$ cat src/rtl/vram_pkg.sv
// rtl/vram_pkg.sv - shared types and constants for the VRAM arbiter slice
package vram_pkg;

    localparam int ADDR_W       = 17;
    localparam int FB_WORDS_DEF = 76800;

    typedef enum logic [1:0] {
        IDLE  = 2'd0,
        DRAIN = 2'd1,
        CLEAR = 2'd2
    } state_e;

endpackage

$ cat src/rtl/vram_wr_fifo.sv
// rtl/vram_wr_fifo.sv - synchronous writer queue with registered occupancy count
module vram_wr_fifo #(
    parameter int WIDTH = 25,
    parameter int DEPTH = 4
) (
    input  logic             i_clk,
    input  logic             i_rst_n,
    input  logic             i_push,
    input  logic [WIDTH-1:0] i_push_data,
    input  logic             i_pop,
    output logic [WIDTH-1:0] o_pop_data,
    output logic             o_full,
    output logic             o_empty
);

    localparam int PW = $clog2(DEPTH);
    localparam int CW = PW + 1;

    logic [WIDTH-1:0] mem_q [DEPTH];
    logic [PW-1:0]    wr_ptr_q, wr_ptr_d;
    logic [PW-1:0]    rd_ptr_q, rd_ptr_d;
    logic [CW-1:0]    count_q, count_d;
    logic             do_push, do_pop;

    always_comb begin
        o_full     = (count_q == CW'(DEPTH));
        o_empty    = (count_q == '0);
        o_pop_data = mem_q[rd_ptr_q];
        do_push    = i_push && !o_full;
        do_pop     = i_pop && !o_empty;
        wr_ptr_d   = wr_ptr_q + PW'(do_push);
        rd_ptr_d   = rd_ptr_q + PW'(do_pop);
        count_d    = count_q + CW'(do_push) - CW'(do_pop);
    end

    always_ff @(posedge i_clk or negedge i_rst_n) begin
        if (!i_rst_n) begin
            wr_ptr_q <= '0;
            rd_ptr_q <= '0;
            count_q  <= '0;
        end else begin
            wr_ptr_q <= wr_ptr_d;
            rd_ptr_q <= rd_ptr_d;
            count_q  <= count_d;
        end
    end

    // Storage is not reset; occupancy alone defines validity.
    always_ff @(posedge i_clk) begin
        if (do_push) begin
            mem_q[wr_ptr_q] <= i_push_data;
        end
    end

endmodule

$ cat src/rtl/vram_arbiter.sv
// rtl/vram_arbiter.sv - single-port VRAM arbiter: display read > frame clear > queued writes
module vram_arbiter
    import vram_pkg::*;
#(
    parameter int FB_WORDS   = FB_WORDS_DEF,
    parameter int DW         = 8,
    parameter int FIFO_DEPTH = 4
) (
    input  logic              i_clk,
    input  logic              i_rst_n,
    input  logic              i_pix_stb,
    input  logic              i_active,
    input  logic [ADDR_W-1:0] i_xy,
    input  logic              i_wr_valid,
    output logic              o_wr_ready,
    input  logic [ADDR_W-1:0] i_wr_addr,
    input  logic [DW-1:0]     i_wr_data,
    input  logic              i_clr_req,
    input  logic [DW-1:0]     i_clr_color,
    output logic              o_clr_busy,
    output logic [ADDR_W-1:0] o_ram_addr,
    output logic              o_ram_we,
    output logic [DW-1:0]     o_ram_wdata,
    input  logic [DW-1:0]     i_ram_rdata,
    output logic [DW-1:0]     o_pixel,
    output logic              o_pixel_valid
);

    localparam logic [ADDR_W-1:0] FB_LAST = ADDR_W'(FB_WORDS - 1);
    localparam int                EW      = ADDR_W + DW;

    state_e            state_q, state_d;
    logic [ADDR_W-1:0] cnt_q, cnt_d;
    logic [DW-1:0]     color_q, color_d;
    logic [ADDR_W-1:0] addr_q, addr_d;
    logic [DW-1:0]     wdata_q, wdata_d;
    logic              rd_q, rd_d;
    logic              pix_valid_q, pix_valid_d;
    logic [DW-1:0]     pixel_q, pixel_d;

    logic              disp;
    logic              fifo_full, fifo_empty, fifo_pop, fifo_push;
    logic [EW-1:0]     fifo_head;
    logic [ADDR_W-1:0] head_addr;
    logic [DW-1:0]     head_data;

    assign disp      = i_pix_stb && i_active;
    assign fifo_push = i_wr_valid && o_wr_ready;
    assign head_addr = fifo_head[EW-1:DW];
    assign head_data = fifo_head[DW-1:0];

    vram_wr_fifo #(
        .WIDTH (EW),
        .DEPTH (FIFO_DEPTH)
    ) u_wr_fifo (
        .i_clk       (i_clk),
        .i_rst_n     (i_rst_n),
        .i_push      (fifo_push),
        .i_push_data ({i_wr_addr, i_wr_data}),
        .i_pop       (fifo_pop),
        .o_pop_data  (fifo_head),
        .o_full      (fifo_full),
        .o_empty     (fifo_empty)
    );

    always_ff @(posedge i_clk or negedge i_rst_n) begin
        if (!i_rst_n) begin
            state_q     <= IDLE;
            cnt_q       <= '0;
            color_q     <= '0;
            addr_q      <= '0;
            wdata_q     <= '0;
            rd_q        <= 1'b0;
            pix_valid_q <= 1'b0;
            pixel_q     <= '0;
        end else begin
            state_q     <= state_d;
            cnt_q       <= cnt_d;
            color_q     <= color_d;
            addr_q      <= addr_d;
            wdata_q     <= wdata_d;
            rd_q        <= rd_d;
            pix_valid_q <= pix_valid_d;
            pixel_q     <= pixel_d;
        end
    end

    always_comb begin
        state_d = state_q;
        cnt_d   = cnt_q;
        color_d = color_q;
        case (state_q)
            IDLE: begin
                if (i_clr_req) begin
                    state_d = DRAIN;
                    cnt_d   = '0;
                    color_d = i_clr_color;
                end
            end
            DRAIN: begin
                if (fifo_empty) begin
                    state_d = CLEAR;
                end
            end
            CLEAR: begin
                // Counter advances only on cycles where the clear actually owns the port.
                if (!disp) begin
                    if (cnt_q == FB_LAST) begin
                        state_d = IDLE;
                        cnt_d   = '0;
                    end else begin
                        cnt_d = cnt_q + 1'b1;
                    end
                end
            end
            default: state_d = IDLE;
        endcase
    end

    always_comb begin
        o_ram_we    = 1'b0;
        o_ram_addr  = addr_q;
        o_ram_wdata = wdata_q;
        fifo_pop    = 1'b0;
        if (disp) begin
            o_ram_addr = i_xy;
        end else if (state_q == CLEAR) begin
            o_ram_we    = 1'b1;
            o_ram_addr  = cnt_q;
            o_ram_wdata = color_q;
        end else if (!fifo_empty) begin
            fifo_pop = 1'b1;
            if (head_addr <= FB_LAST) begin
                o_ram_we    = 1'b1;
                o_ram_addr  = head_addr;
                o_ram_wdata = head_data;
            end
        end
        addr_d        = o_ram_addr;
        wdata_d       = o_ram_wdata;
        rd_d          = disp;
        pix_valid_d   = rd_q;
        pixel_d       = rd_q ? i_ram_rdata : pixel_q;
        o_wr_ready    = !fifo_full && (state_q == IDLE);
        o_clr_busy    = (state_q != IDLE);
        o_pixel       = pixel_q;
        o_pixel_valid = pix_valid_q;
    end

endmodule

$ cat config.mk
export PLATFORM = sky130hd
export DESIGN_NAME = vram_arbiter
export DESIGN_NICKNAME = d
export VERILOG_FILES = /design/src/rtl/vram_pkg.sv /design/src/rtl/vram_wr_fifo.sv /design/src/rtl/vram_arbiter.sv
export SDC_FILE = /design/constraint.sdc
export NUM_CORES = 1
export LEC_CHECK = 0
export BUFFER_PORTS_ARGS = -buffer_cell sky130_fd_sc_hd__buf_2
export CAP_MARGIN = 40
export CORE_MARGIN = 4
export CORE_UTILIZATION = 50
export DETAILED_ROUTE_END_ITERATION = 12
export GPL_TIMING_DRIVEN = 0
export PLACE_DENSITY = 0.81
export SLEW_MARGIN = 20
export SYNTH_ARGS = -nofsm -noshare
export SYNTH_HDL_FRONTEND = slang
export SYNTH_HIERARCHICAL = 1
export SYNTH_SLANG_ARGS = --single-unit
$ cat constraint.sdc
create_clock -name i_clk -period 5.6 [get_ports i_clk]
set_clock_uncertainty 0.1 [all_clocks]
set_input_delay 0.28 -clock i_clk [delete_from_list [all_inputs] [get_ports i_clk]]
set_output_delay 0.28 -clock i_clk [all_outputs]
set_load 0.01 [all_outputs]
==> key figures <==
CTS
  • Clk buf depth: 2
  • TritonCTS Buffers: 17
  • Reg clk slew, reported paths: 0.06 ns
  • CTS Root Cell: clkbuf_16
  • Post-CTS Resized: 0
  • CTS tree: built
  • # H-tree levels: 4
  • # clock sinks: 169
  • Clock insertion delay at the later pin of the skew report: 0.43 ns

Floorplanning
  • Starting Density: 50.8%
  • Core Area: 0.0138 mm²
  • Row cnt: 43
  • Total die area: 0.0160 mm²
  • # IOs: 101
  • Die W: 127 µm
  • Die height: 127 µm

Routing
  • Drt first pass iters: 5
  • Vias per inst: 5.67
  • Vias: 4590
  • Wirelength per Cell: 19.4 µm
  • Initial DRC Count: 550
  • Final ANT Viol Nets: 0
  • DRC viols: 0
  • Final wirelength: 15700 µm

Placed design
  • RD Place Congestion: 0.918
  • Worst slack at placement: 2.45 ns
  • Port buffer count: 100
  • DP Area: 0.00788 mm²
  • Post-DP HPWL: 11000 µm

Worst setup path
  • RR Startpoint: state_q[1]
  • CP required: 5.22 ns
  • Crit Path Class: reg -> out
  • Crit. End Element: primary output
  • CP max stage delay: 0.47 ns
  • Cells along the critical path: buf_2, buf_2, mux4_2, a21oi_1, o211ai_2, a21oi_2, nor2_1, a21oi_1, buf_2
  • Max FO, Critical Path: 10
  • Slowest CP cell: a21oi_2
  • Startpoint Class: flip-flop
  • Top cell by count, worst path: buf_2
  • Worst setup startpoint: u_wr_fifo/rd_ptr_q[1]
  • WP data arrival: 3.21 ns

Global route
  • Pin count of the biggest net entering global routing: 54
  • First-pass GRT wire length: 25100 µm
  • Vias in the first global route: 4709
  • Total global routing overflow: 0
  • Tot GR Track Use: 20.4%
  • Initial antenna violation count: 0

Timing
  • Fmax: 279 MHz
  • Final slew viol count: 0
  • Final hold vios: 0
  • Fin crit share: 64.1%
  • Minimum clock period: 3.59 ns
  • RSZ-0062 raised after global routing: false
  • Max_slew headroom: 54.0%
  • Setup ws final: 2.01 ns
  • Slew @ Worst Pin: 0.688 ns
  • Hold WS: 0.0945 ns
  • Setup_tns: 0 ns
  • Final Setup Violations: 0

Logic synthesis
  • Netlist Area Pre-Place: 0.00702 mm²
  • Ys Warns: 6
  • Top-count cell post-synth: edfxtp_1
  • Async SR Flop Fraction: 40.8%
  • Distinct cell type count after synthesis: 60
  • Post-synth top area share: 42.8%
  • Syn Inst Count: 445
  • Seq cells post-synth: 169
  • Synthesized net count: 513
  • Synth area leaders: edfxtp_1 (43%), dfrtp_1 (25%), mux4_2 (7.4%)
  • Synth Flop Type: edfxtp_1
  • Number of synthesized flops with an enable pin: 100
  • Avg Cell Area, Syn: 15.8 µm²
  • Register area share after synthesis: 67.4%
  • Area leader, netlist: edfxtp_1
  • Synth top cells by count: edfxtp_1 (100), dfrtp_1 (69), nor2_1 (31)

Power
  • Leakage: 3.50 nW
  • Pwr per Cell Area: 514 mW/mm²
  • Worst VDD drop: 0.269 mV
  • Total power: 0.00457 W

Cells and area
  • Area delta synth->final: 26.7%
  • Share of layout cells above drive strength 1: 33.2%
  • Nets@finish: 685
  • Ant diodes: 0
  • Design area: 0.00889 mm²

Status
  • Outcome: finished, final reports clean

Min path
  • Origin of the worst min-delay path: i_clr_req
  • Hold WC Path Type: in -> reg

Run
  • MaxCap Viol Count: 0
## state kept, by name, indices dropped and copies added (netlist names), 3 cells and up
name / cells
addr_q: 17
cnt_q: 17
color_q: 8
o_pixel: 8
u_wr_fifo/count_q: 3
u_wr_fifo/mem_q: 100
wdata_q: 8
## worst paths after layout
path / cells after the start / endpoint / slack [ns]
worst min register to register: 0 / o_pixel_valid / 0.27
worst max register to register: 8 / u_wr_fifo/mem_q[0][2] / 2.48
min in group asynchronous: 2 / u_wr_fifo/count_q[0] / 0.17
worst min-delay path: 3 / state_q[0] / 0.09
max in group asynchronous: 3 / addr_q[0] / 4.69
worst max-delay path: 9 / o_ram_wdata[6] / 2.01
## critical path, delay by kind of cell, from the launching register on
kind	cells	cell delay, ns
AO/OA/AOI/OAI	4	1.25
multiplexers	1	0.38
buffers and inverters	3	0.72
flip-flops	1	0.31
AND/OR/NAND/NOR	1	0.11
## cells in the final DEF (no fill, tap or decap), types with 4 or more instances in the layout
master	instances
nor4_1	4
edfxtp_1	100
o21ai_0	5
nor2_1	31
mux2i_1	14
inv_1	5
xnor2_1	5
a21oi_1	25
buf_2	115
clkbuf_1	7
buf_6	4
mux4_2	23
xor2_1	10
nand4_1	4
clkinv_1	4
buf_4	5
dlygate4sd3_1	43
dfrtp_1	69
nand2_1	20
clkbuf_16	17
mux2_2	16
nand3_1	11
o22ai_1	24
## cells by family (layout without fill, tap and decap cells)
kind of cell,count (synthesis),in the layout,synth area share [%]
fa+ha+maj,4,4,0.820
mux,55,55,12.7
buf+inv,27,212,2.39
xor+xnor,15,15,1.87
compound gates,75,75,6.81
simple gates,100,100,8.07
flops,169,169,67.4
## repair_timing
item,in CTS,in global routing
setup endpoints to repair,0,0
endpoints found under the hold margin,186,0
setup buffers,0,0
hold buffers,43,0
## report_power, final
group | switching (W) | leakage (nW) | internal, W
clock network | 0.000455 | 0.278 | 0.000698
registers | 0.000112 | 1.74 | 0.00158
logic | 0.000954 | 1.48 | 0.000771
## layer usage
layer / vias to the layer above / track usage, % / routed length (µm)
met2: 172 / 32.1 / 7780
met1: 2308 / 27.0 / 6540
met3: 36 / 5.56 / 847
met5: - / 0 / 0
li1: 2074 / - / -
met4: 0 / 8.96 / 537
## metrics by stage
step | cells | util [%]
CTS | 810 | 64.3
floorplan | 445 | -
global placement | 725 | 56.0
finish | 810 | 64.3
detailed placement | 735 | 57.0
global route | 810 | 64.3
## area by class of cell
type / instances / area (µm²)
Multi-Input combinational cell: 249 / 2160
Clock inverter: 12 / 148
Clock buffer: 20 / 437
Inverter: 6 / 22.5
Tap cell: 180 / 225
Timing Repair Buffer: 153 / 1030
Sequential cell: 169 / 4730
Buffer: 21 / 145
Fill cell: 956 / 4930
(Power assumes the default switching activity.)
